--- src/rtl/dff_share_arbiter.sv ---
// Round-robin sharing of one registered sample datapath (out_q, out_q AND prior out_q) among N requesters.
// Optional ARB_LOCK_EN adds per-requester lock inputs that keep the grant for up to MAX_LOCK transfers.
module dff_share_arbiter #(
  parameter int          N       = 4,
  parameter int          W       = 1,
  parameter logic [W-1:0] RESET_Q = '1
`ifdef ARB_LOCK_EN
  ,
  parameter int          MAX_LOCK = 4
`endif
) (
  input  logic           clk,
  input  logic           rst,
  input  logic [N-1:0]   req,
  input  logic [N*W-1:0] req_data,
`ifdef ARB_LOCK_EN
  input  logic [N-1:0]   lock,
`endif
  output logic [N-1:0]   gnt,
  output logic           out_valid,
  input  logic           out_ready,
  output logic [W-1:0]   out_q,
  output logic [W-1:0]   out_p,
  output logic           busy
);

  localparam int PW = $clog2(N);

  typedef enum logic {IDLE, GRANT} state_t;

  state_t         state_q, state_d;
  logic [N-1:0]   gnt_q, gnt_d;
  logic [PW-1:0]  ptr_q, ptr_d;
  logic           out_valid_q, out_valid_d;
  logic [W-1:0]   data_q, data_d;
  logic [W-1:0]   prod_q, prod_d;

`ifdef ARB_LOCK_EN
  localparam int LCW = $clog2(MAX_LOCK + 1);
  logic [LCW-1:0] lock_cnt_q, lock_cnt_d;
`endif

  logic           any_req;
  logic           k_req;
  logic [W-1:0]   k_data;
  logic           accept;
  logic           rotate;
  logic [PW-1:0]  pick;

  // First set request strictly after p, wrapping; p itself is examined last.
  function automatic logic [PW-1:0] rr_pick(input logic [N-1:0] r, input logic [PW-1:0] p);
    logic [PW:0] idx;
    logic        found;
    rr_pick = p;
    found   = 1'b0;
    for (int i = 1; i <= N; i++) begin
      idx = {1'b0, p} + (PW+1)'(i);
      if (idx >= (PW+1)'(N)) idx = idx - (PW+1)'(N);
      if (!found && r[idx[PW-1:0]]) begin
        rr_pick = idx[PW-1:0];
        found   = 1'b1;
      end
    end
  endfunction

  always_comb begin
    state_d     = state_q;
    gnt_d       = gnt_q;
    ptr_d       = ptr_q;
    out_valid_d = out_valid_q;
    data_d      = data_q;
    prod_d      = prod_q;
`ifdef ARB_LOCK_EN
    lock_cnt_d  = lock_cnt_q;
`endif
    rotate      = 1'b0;

    // ptr_q always equals the granted index while in GRANT.
    any_req = |req;
    k_req   = req[ptr_q];
    k_data  = req_data[ptr_q*W +: W];
    pick    = rr_pick(req, ptr_q);
    accept  = (state_q == GRANT) && k_req && (!out_valid_q || out_ready);

    if (out_ready) out_valid_d = 1'b0;
    if (accept) begin
      out_valid_d = 1'b1;
      data_d      = k_data;
      prod_d      = k_data & data_q;
    end

    case (state_q)
      IDLE: rotate = 1'b1;
      GRANT: begin
        if (accept) begin
`ifdef ARB_LOCK_EN
          if (lock[ptr_q] && (lock_cnt_q != LCW'(MAX_LOCK - 1))) begin
            lock_cnt_d = lock_cnt_q + 1'b1;
          end else begin
            lock_cnt_d = '0;
            rotate     = 1'b1;
          end
`else
          rotate = 1'b1;
`endif
        end else if (!k_req) begin
`ifdef ARB_LOCK_EN
          lock_cnt_d = '0;
`endif
          rotate = 1'b1;
        end
        // Otherwise the output is full: hold the grant and stall.
      end
      default: rotate = 1'b1;
    endcase

    if (rotate) begin
      if (any_req) begin
        state_d = GRANT;
        gnt_d   = N'(1) << pick;
        ptr_d   = pick;
      end else begin
        state_d = IDLE;
        gnt_d   = '0;
      end
    end
  end

  always_ff @(posedge clk or posedge rst) begin
    if (rst) begin
      state_q     <= IDLE;
      gnt_q       <= '0;
      ptr_q       <= '0;
      out_valid_q <= 1'b0;
      data_q      <= RESET_Q;
      prod_q      <= '0;
`ifdef ARB_LOCK_EN
      lock_cnt_q  <= '0;
`endif
    end else begin
      state_q     <= state_d;
      gnt_q       <= gnt_d;
      ptr_q       <= ptr_d;
      out_valid_q <= out_valid_d;
      data_q      <= data_d;
      prod_q      <= prod_d;
`ifdef ARB_LOCK_EN
      lock_cnt_q  <= lock_cnt_d;
`endif
    end
  end

  assign gnt       = gnt_q;
  assign out_valid = out_valid_q;
  assign out_q     = data_q;
  assign out_p     = prod_q;
  assign busy      = (state_q == GRANT);

endmodule

--- config.mk ---
export PLATFORM = sky130hd
export DESIGN_NAME = dff_share_arbiter
export DESIGN_NICKNAME = d
export VERILOG_FILES = /design/src/rtl/dff_share_arbiter.sv
export SDC_FILE = /design/constraint.sdc
export NUM_CORES = 1
export LEC_CHECK = 0
export ABC_AREA = 1
export CAP_MARGIN = 25
export CORE_MARGIN = 8
export CORE_UTILIZATION = 47
export DETAILED_ROUTE_END_ITERATION = 16
export PLACE_DENSITY = 0.86
export RECOVER_POWER = 25
export SETUP_SLACK_MARGIN = 0.05
export SLEW_MARGIN = 15
export SYNTH_ARGS = -nofsm -noshare
export SYNTH_HDL_FRONTEND = slang
export SYNTH_SLANG_ARGS = --single-unit
--- constraint.sdc ---
create_clock -name clk -period 1.5 [get_ports clk]
set_input_delay 0.3 -clock clk [delete_from_list [all_inputs] [get_ports clk]]
set_output_delay 0.3 -clock clk [all_outputs]
set_load 0.005 [all_outputs]
==> flow_metrics.env <==
export IMPL_routedWlPerCell_um=14.46
export IMPL_cts_tree="built"
export IMPL_slew_headroom_pct=73.04
export IMPL_crit_arrival_ns=1.69
export IMPL_grt_max_degree=11
export IMPL_p_per_area_nw_per_um2=2446
export IMPL_track_usage_pct=13.76
export IMPL_min_period_over_period_pct=101.7
export IMPL_path_delay_family="simple AND/OR/NAND/NOR gates"
export IMPL_overflow=0
export IMPL_hold_class="in2async"
export IMPL_postLayoutCoreUtil_pct=77.09
export IMPL_gp_congestion=0.7975
export IMPL_antenna_found_initial=0
export IMPL_die_x_um=56.60
export IMPL_cp_buffers_inverters=4
export IMPL_p_leak_nw=0.6636
export IMPL_fin_nets=160
export IMPL_end_kind="flop"
export IMPL_fin_crit_ns=1.526
export IMPL_core_um2=1524
export IMPL_final_hold_violation_count=0
export IMPL_timing_final_ws_setup_ns=-0.02612
export IMPL_cts_buffers=3
export IMPL_wirelength_mm=2.371
export IMPL_drtIter0Drc=40
export IMPL_outcome="complete, but fails checks"
export IMPL_syn_area_um2=774.5
export IMPL_synth_top_cell_area_share_pct=29.08
export IMPL_rsz0062_at_grt="true"
export IMPL_dpl_cell_count=152
export IMPL_worst_slew_pin_slew_ns=0.4040
export IMPL_yosysUniqueCellTypes=20
export IMPL_synth_area_leader_cell="dfrtp_1"
export IMPL_postPlaceCellArea_um2=1012
export IMPL_grt_pass1_vias=847
export IMPL_place_ws_ns=-0.2350
export IMPL_drive_above_1_share_pct=37.84
export IMPL_num_antenna_cells=0
export IMPL_cp_start_kind="flop"
export IMPL_ios=19
export IMPL_row_count=14
export IMPL_io_buffers=18
export IMPL_areaGrowthSynthToFinish_pct=51.70
export IMPL_worstPathCellList="inv_4, buf_6, nand2_4, nand2_4, nand2_2, nand2_4, inv_4, nand3_2, inv_2, nand2_2, nand2_1, nand2_1, nand2_1"
export IMPL_synth_fp_nets=123
export IMPL_grt_pass1_wl_mm=3.643
export IMPL_clk_latency_ns=0.27
export IMPL_cts_sinks=10
export IMPL_setup_viol=5
export IMPL_seq_area_frac_synth_pct=32.47
export IMPL_vias=906
export IMPL_ant_nets=0
export IMPL_whs_ns=0.4519
export IMPL_violations="negative setup slack"
export IMPL_syn_area_per_cell_um2=6.915
export IMPL_crit_path_max_incr_delay_ns=0.47
export IMPL_syn_inst=112
export IMPL_r2r_slack_ns=-0.03
export IMPL_root_buffer="clkbuf_4"
export IMPL_cap_violations=0
export IMPL_drc_errors=0
export IMPL_dr_pass1_iters=4
export IMPL_final_setup_tns_ns=-0.09437
export IMPL_slowest_stage="dfrtp_2"
export IMPL_clk_pin_slew_ns=0.08
export IMPL_clockBufferDepth=2
export IMPL_path_max_fanout=6
export IMPL_die_area_um2=3203
export IMPL_report_power_total_mw=2.874
export IMPL_yosysWarnings=0
export IMPL_dpl_hpwl_mm=1.631
export IMPL_vias_per_cell=5.524
export IMPL_maxSlewViolCount=0
export IMPL_required_ns=1.66
export IMPL_finClkSkew_ns=0.008683
export IMPL_die_h_um=56.60
export IMPL_stdcell_count=164
export IMPL_fin_area_um2=1175
export IMPL_initial_core_util_pct=50.82
export IMPL_worst_ir_drop_vdd_uv=1509
export IMPL_max_freq_mhz=655.3
export IMPL_synthTopCellsByArea="dfrtp_1, nand2_1, nand2_2"
export IMPL_crit_type="reg2reg"
export IMPL_fillerInstances=112
export IMPL_ys_seq_elements=10
export IMPL_htree_levels=1
[timing repair]
action	CTS	global route
setup endpoints to repair	8	14
buffers inserted	7	1
hold buffers	0	0
pin swaps	11	16
resized for setup	15	13
[cell usage after synthesis, drive strengths merged]
| cell type | count |
|---|---|
| dfstp | 1 |
| nor2 | 6 |
| nand2 | 57 |
| buf | 2 |
| nand3 | 13 |
| o21ai | 8 |
| dfrtp | 9 |
| inv | 11 |
| nand4 | 2 |
| o22ai | 1 |
| a21oi | 1 |
| nand3b | 1 |
[power breakdown]
part           switching, mW  internal, mW  total, mW  leakage (nW)
clock                  0.103         0.148      0.251        0.0210
combinational           1.20         0.913       2.11         0.526
sequential             0.105         0.407      0.512         0.117
total                   1.41          1.47       2.87         0.664
[state kept, by name, summed over array words and instances, names as in the netlist]
signal / flops
out_valid: 1
busy: 1
ptr_q: 2
out_p: 1
out_q: 1
gnt: 4
[placed cells by master (no fill, tap or decap), types with 4 or more instances in the layout]
cell type,instances
nand2_4,5
nand2_2,15
buf_4,13
o21ai_0,4
dfrtp_1,7
nand3_2,5
nand3_1,8
inv_1,7
dlymetal6s2s_1,6
nand2_1,37
clkdlybuf4s50_1,9
[cell families (layout without fill, tap and decap cells)]
kind of cell / after synthesis / after routing / synth area share [%]
AO/OA/AOI/OAI: 10 / 10 / 8.078
flip-flops: 10 / 10 / 32.47
buffers and inverters: 13 / 49 / 8.886
AND/OR/NAND/NOR: 79 / 79 / 50.56
[cell type report]
cell class,count,area [µm²],area share (%)
clock buffers,4,36.28,3.088
repair buffers,34,324.1,27.58
well taps,16,20.02,1.704
flip-flops and latches,10,254.0,21.62
inverters,11,48.80,4.153
multi-input cells,89,491.7,41.85
[per-layer routing]
layer,global-route usage (%),vias to the layer above,part of all wire (%)
li1,-,430,-
met1,15.93,447,39
met2,24.29,27,56
met3,2.921,2,4.6
met4,4.124,0,0.25
met5,0,-,0
[path summary, 6_finish.rpt]
kind,depth (start not counted),end,startpoint
worst max-delay path,13,gnt[0]$_DFFE_PP0P_,ptr_q[0]$_DFFE_PP0P_
worst min-delay path,2,out_valid$_DFFE_PP0P_,rst
worst max register to register,13,gnt[0]$_DFFE_PP0P_,ptr_q[0]$_DFFE_PP0P_
worst min register to register,2,gnt[3]$_DFFE_PP0P_,gnt[3]$_DFFE_PP0P_
max in group asynchronous,2,out_q$_DFFE_PP1P_,rst
min in group clk,2,gnt[3]$_DFFE_PP0P_,gnt[3]$_DFFE_PP0P_
Note: power is estimated with default switching activity, not from simulation.
==> patch 1, RTL diff (same settings) <==
Set the parameter `N` to 8 (it was 4).
--- a/src/rtl/dff_share_arbiter.sv
+++ b/src/rtl/dff_share_arbiter.sv
@@ -3,3 +3,3 @@
 module dff_share_arbiter #(
-  parameter int          N       = 4,
+  parameter int          N       = 8,
   parameter int          W       = 1,
Interface: changed (resized gnt, req and req_data); port bits go from 19 to 31. The function was not compared with the original's and may differ.
==> patch 1 against the unedited design <==
  * The flow still finishes with violations (setup timing)
  * Cell area is 90% higher
  * Sequential share of layout area fell by 4.7 points
  * Global-route usage increased by 4.3 points
  * Utilization fell by 2.6 points
  * Area after synthesis up 89%
  * Sequential cell count increased by 5
  * Routed wire length rose by 97%
  * Worst setup slack lost 720 ps
  * Highest routed layer unchanged
Power is left out: the tool's default activity adds up to more than one toggle a clock period on the data nets, which glitch-free logic cannot reach.
==> patch 1: results (changes against the unedited design) <==
| Metric | Value |
|---|---|
| Setup Viol. Count Final | 14 (was 5) |
| Layout cells sized above 1 | 34.1% (was 37.8%) |
| Largest register FFs | 8 (was 4) |
| Port Buf Inserts | 30 (was 18) |
| HPWL Detailed | 3.54 mm (was 1.63 mm) |
| Register area share after synthesis | 25.7% (was 32.5%) |
| Clock Latency Late Sink | 290 ps (was 270 ps) |
| Failing checks | setup timing (unchanged) |
| Status | complete, but fails checks (unchanged) |
| Fill cell count | 227 (was 112) |
| Final worst slack | -746 ps (was -26.1 ps) |
| Min-delay worst type | flop to flop (was primary input to async pin) |
| Vias in the first global route | 1,722 (was 847) |
| Gpl congestion | 0.892 (was 0.798) |
| Synth Area in Adders | 1.71% (was 0%) |
| Vias per cell | 5.26 (was 5.52) |
| Distinct cell type count after synthesis | 29 (was 20) |
| DP Area | 2070 µm² (was 1010 µm²) |
| Gr usage total | 18.1% (was 13.8%) |
| Layout Skew | 4.34 ps (was 8.68 ps) |
| Final net count | 324 (was 160) |
| Detailed-route wire length | 4.68 mm (was 2.37 mm) |
| Largest net degree at the start of global routing | 16 (was 11) |
| Slew at the pin closest to its max-slew limit | 768 ps (was 404 ps) |
| Critical Path Max Stage Delay | 430 ps (was 470 ps) |
| Syn avg cell area | 6.39 µm² (was 6.92 µm²) |
| Initial detailed-routing violation count | 112 (was 40) |
## patch 1: cell types whose count changed after synthesis, sizes merged, moves of 3 or more
cell / before / now
nand2: 57 / 102
nand3: 13 / 35
nor2: 6 / 22
inv: 11 / 23
dfrtp: 9 / 14
a21oi: 1 / 5
buf: 2 / 5
## patch 1: repair_timing
action	in CTS	in global routing
pin swaps	4	1
buffers inserted	5	3
gates cloned	0	0
hold buffers	0	0
endpoints found under the setup margin	24	16
gates resized for setup	24	15
## patch 1: cell type report
type	instances	share of cell area (%)
Timing Repair Buffer	74	27.7
Multi-Input combinational cell	186	47.8
Inverter	23	4.42
Sequential cell	15	17.0
Tap cell	33	1.85
Clock buffer	3	1.01
Clock inverter	1	0.224
## patch 1: cell families after synthesis
family,Yosys count
simple gates,166
buf+inv,28
compound gates,17
flops,15
fa+ha+maj,2
xor+xnor,1
## patch 1: worst paths after layout
| path | slack, ps | from | end | cells past startpoint |
|---|---|---|---|---|
| min in group asynchronous | 660 | rst | gnt[3] | 3 |
| max in group asynchronous | 310 | rst | ptr_q[0] | 3 |
| worst min register to register | 480 | gnt[4] | gnt[4] | 2 |
| worst min-delay path | 480 | gnt[4] | gnt[4] | 2 |
| worst max register to register | -750 | ptr_q[1] | gnt[3] | 16 |
| worst max-delay path | -750 | ptr_q[1] | gnt[3] | 16 |
## patch 1: per-layer routing
layer	vias up	part of all wire, %	global-route usage, %
met1	827	42	21.7
met4	0	1.8	4.76
met2	41	54	33.7
met5	-	0	0
met3	9	2.3	0.976
li1	885	-	-
## patch 1: worst max-delay path: cells and delay by family (launching register included)
family                     cells  cell delay, ps
adders and majority gates      1             330
buffers and inverters          2              90
DFF                            1             430
and+or+nand+nor               13            1300
## patch 1: per-stage QoR
stage | setup WS, ps | hold slack, ps | utilization [%]
2_1_floorplan | -710 | 201 | -
3_3_place_gp | -761 | 466 | 68.8
3_5_place_dp | -860 | 465 | 68.8
4_1_cts | -727 | 317 | 71.8
5_1_grt | -903 | 512 | 74.5
6_report | -746 | 479 | 74.5
==> patch 2, RTL diff (same flow settings) <==
Without the edit above. Make the reset (`rst`) synchronous in one clocked block.
--- a/src/rtl/dff_share_arbiter.sv
+++ b/src/rtl/dff_share_arbiter.sv
@@ -128,3 +128,3 @@
 
-  always_ff @(posedge clk or posedge rst) begin
+  always_ff @(posedge clk) begin
     if (rst) begin
Formal check against the unedited RTL: differs if rst is asserted again (counterexample within 4 cycles, from zero or initial values and one cycle with rst high); with rst held inactive, the same outputs for 10 cycles.
==> patch 2 against the unedited design <==
  * Cell area fell by 8.2%
  * Clock skew fell by 4.9 ps
  * Area after synthesis fell by 7.6%
  * Sequential cell count did not move
  * Power fell by 26%
  * Final cell count fell by 3.7%
  * Utilization fell by 3.8 points
  * Highest routed layer unchanged
  * Worst setup slack improved by 47 ps
  * Routed wire length fell by 12%
==> patch 2: results (changes against the unedited design) <==
| Metric | Value |
|---|---|
| Initial antenna violation count | 0 (unchanged) |
| Slew at the pin closest to its max-slew limit | 260 ps (was 404 ps) |
| Metal2 WL | 1.10 mm (was 1.32 mm) |
| Initial detailed-routing violation count | 18 (was 40) |
| DP Worst Slack | -265 ps (was -235 ps) |
| Post-synthesis net count | 120 (was 123) |
| CP max FO | 7 (was 6) |
| Cell-internal power | 1.14 mW (was 1.47 mW) |
| Clock Latency Late Sink | 260 ps |
| Final net count | 154 (was 160) |
| Metal1 wirelength | 834 µm (was 934 µm) |
| Post-synth top flop | dfxtp_1 (was dfrtp_1) |
| Register area share after synthesis | 28.0% (was 32.5%) |
| Layout Skew | 3.74 ps (was 8.68 ps) |
| Status | completed (was complete, but fails checks) |
| Layout cells sized above 1 | 38.7% (was 37.8%) |
| Post-route insts no fill | 158 (was 164) |
| Distinct cell type count after synthesis | 18 (was 20) |
| WL met3 | 111 µm (was 109 µm) |
| Critical Path Max Stage Delay | 380 ps (was 470 ps) |
| Leak | 0.524 nW (was 0.664 nW) |
| Async SR Flop Fraction | 0% (was 100%) |
| Largest net degree at the start of global routing | 9 (was 11) |
| Min-delay worst type | primary input to flop (was primary input to async pin) |
| Vias in the first global route | 798 (was 847) |
| Fill cell count | 106 (was 112) |
| Mapped Cells | 109 (was 112) |
| Synth top area cells | dfxtp_1, nand2_1, nand2_2 (was dfrtp_1, nand2_1, nand2_2) |
| Drt first pass iters | 4 (unchanged) |
| Crit path DAT | 1640 ps (was 1690 ps) |
| Gpl congestion | 0.848 (was 0.798) |
| Total CTS buffers | 3 (unchanged) |
| Most instantiated cells after synthesis | nand2_1, nand2_2, dfxtp_1, nand3_1 (was nand2_1, nand2_2, dfrtp_1, nand3_1, inv_1) |
| First-pass GRT wire length | 3.24 mm (was 3.64 mm) |
| Worst path slowest cell | dfxtp_4 (was dfrtp_2) |
| Gr usage total | 13.9% (was 13.8%) |
| Via count | 816 (was 906) |
| HPWL Detailed | 1.59 mm (was 1.63 mm) |
| Peak supply drop | 1.09 mV (was 1.51 mV) |
| Drt wl/cell | 13.2 µm (was 14.5 µm) |
[patch 2: changes by cell type in the layout (fill, tap and decap cells not counted), moves of 3 or more]
cell / delta
a21oi_1: +6
a21oi_2: +5
dfrtp_1: -7
dfxtp_1: +7
dlymetal6s2s_1: -3
nand2_1: -9
o21ai_0: -4
[patch 2: repair_timing]
item / in CTS / in global routing
pin swaps: 0 / 6
endpoints found under the setup margin: 9 / 10
buffers inserted: 0 / 2
resized for setup: 5 / 18
[patch 2: final cells by class]
type,instances,area share (%)
inverters,11,4.76
repair buffers,32,27.3
flip-flops and latches,10,19.1
multi-input cells,85,43.6
well taps,16,1.86
clock buffers,4,3.36
[patch 2: power groups by stage]
| stage | Combinational [mW] | Clock, mW | Sequential (mW) |
|---|---|---|---|
| 2_1_floorplan | 0.904 | 0 | 0.383 |
| 3_3_place_gp | 1.24 | 0 | 0.414 |
| 3_5_place_dp | 1.30 | 0 | 0.420 |
| 4_1_cts | 1.30 | 0.243 | 0.422 |
| 5_1_grt | 1.60 | 0.253 | 0.439 |
| 6_report | 1.45 | 0.236 | 0.431 |
[patch 2: cells by family after synthesis]
| kind of cell | share of synthesized area, % |
|---|---|
| compound gates | 14.2 |
| buf+inv | 10.1 |
| flops | 28.0 |
| simple gates | 47.7 |
[patch 2: through the flow]
step	power, mW	area [µm²]	TNS (ps)
global route	2.29	1080	-233
detailed placement	1.72	980	-1890
global placement	1.65	980	-1190
CTS	1.97	1020	0
finish	2.12	1080	0
floorplan	1.29	716	0
[patch 2: path summary, 6_finish.rpt]
path | to | slack (ps) | from | cells after the start
worst max register to register | ptr_q[1] | 20 | ptr_q[0] | 11
worst min-delay path | busy | 410 | req[3] | 3
worst max-delay path | ptr_q[1] | 20 | ptr_q[0] | 11
worst min register to register | out_p | 470 | out_p | 2
[patch 2: layer usage]
layer,vias to the layer above,global-route usage [%]
li1,415,-
met1,375,15.1
met2,22,25.5
met3,4,4.28
met4,0,3.60
met5,-,0
[patch 2: worst max-delay path: cells and delay by family (launching register included)]
family                 cells  cell delay (ps)
AO/OA/AOI/OAI              1              120
buffers and inverters      2              180
flip-flops                 1              380
AND/OR/NAND/NOR            8              690
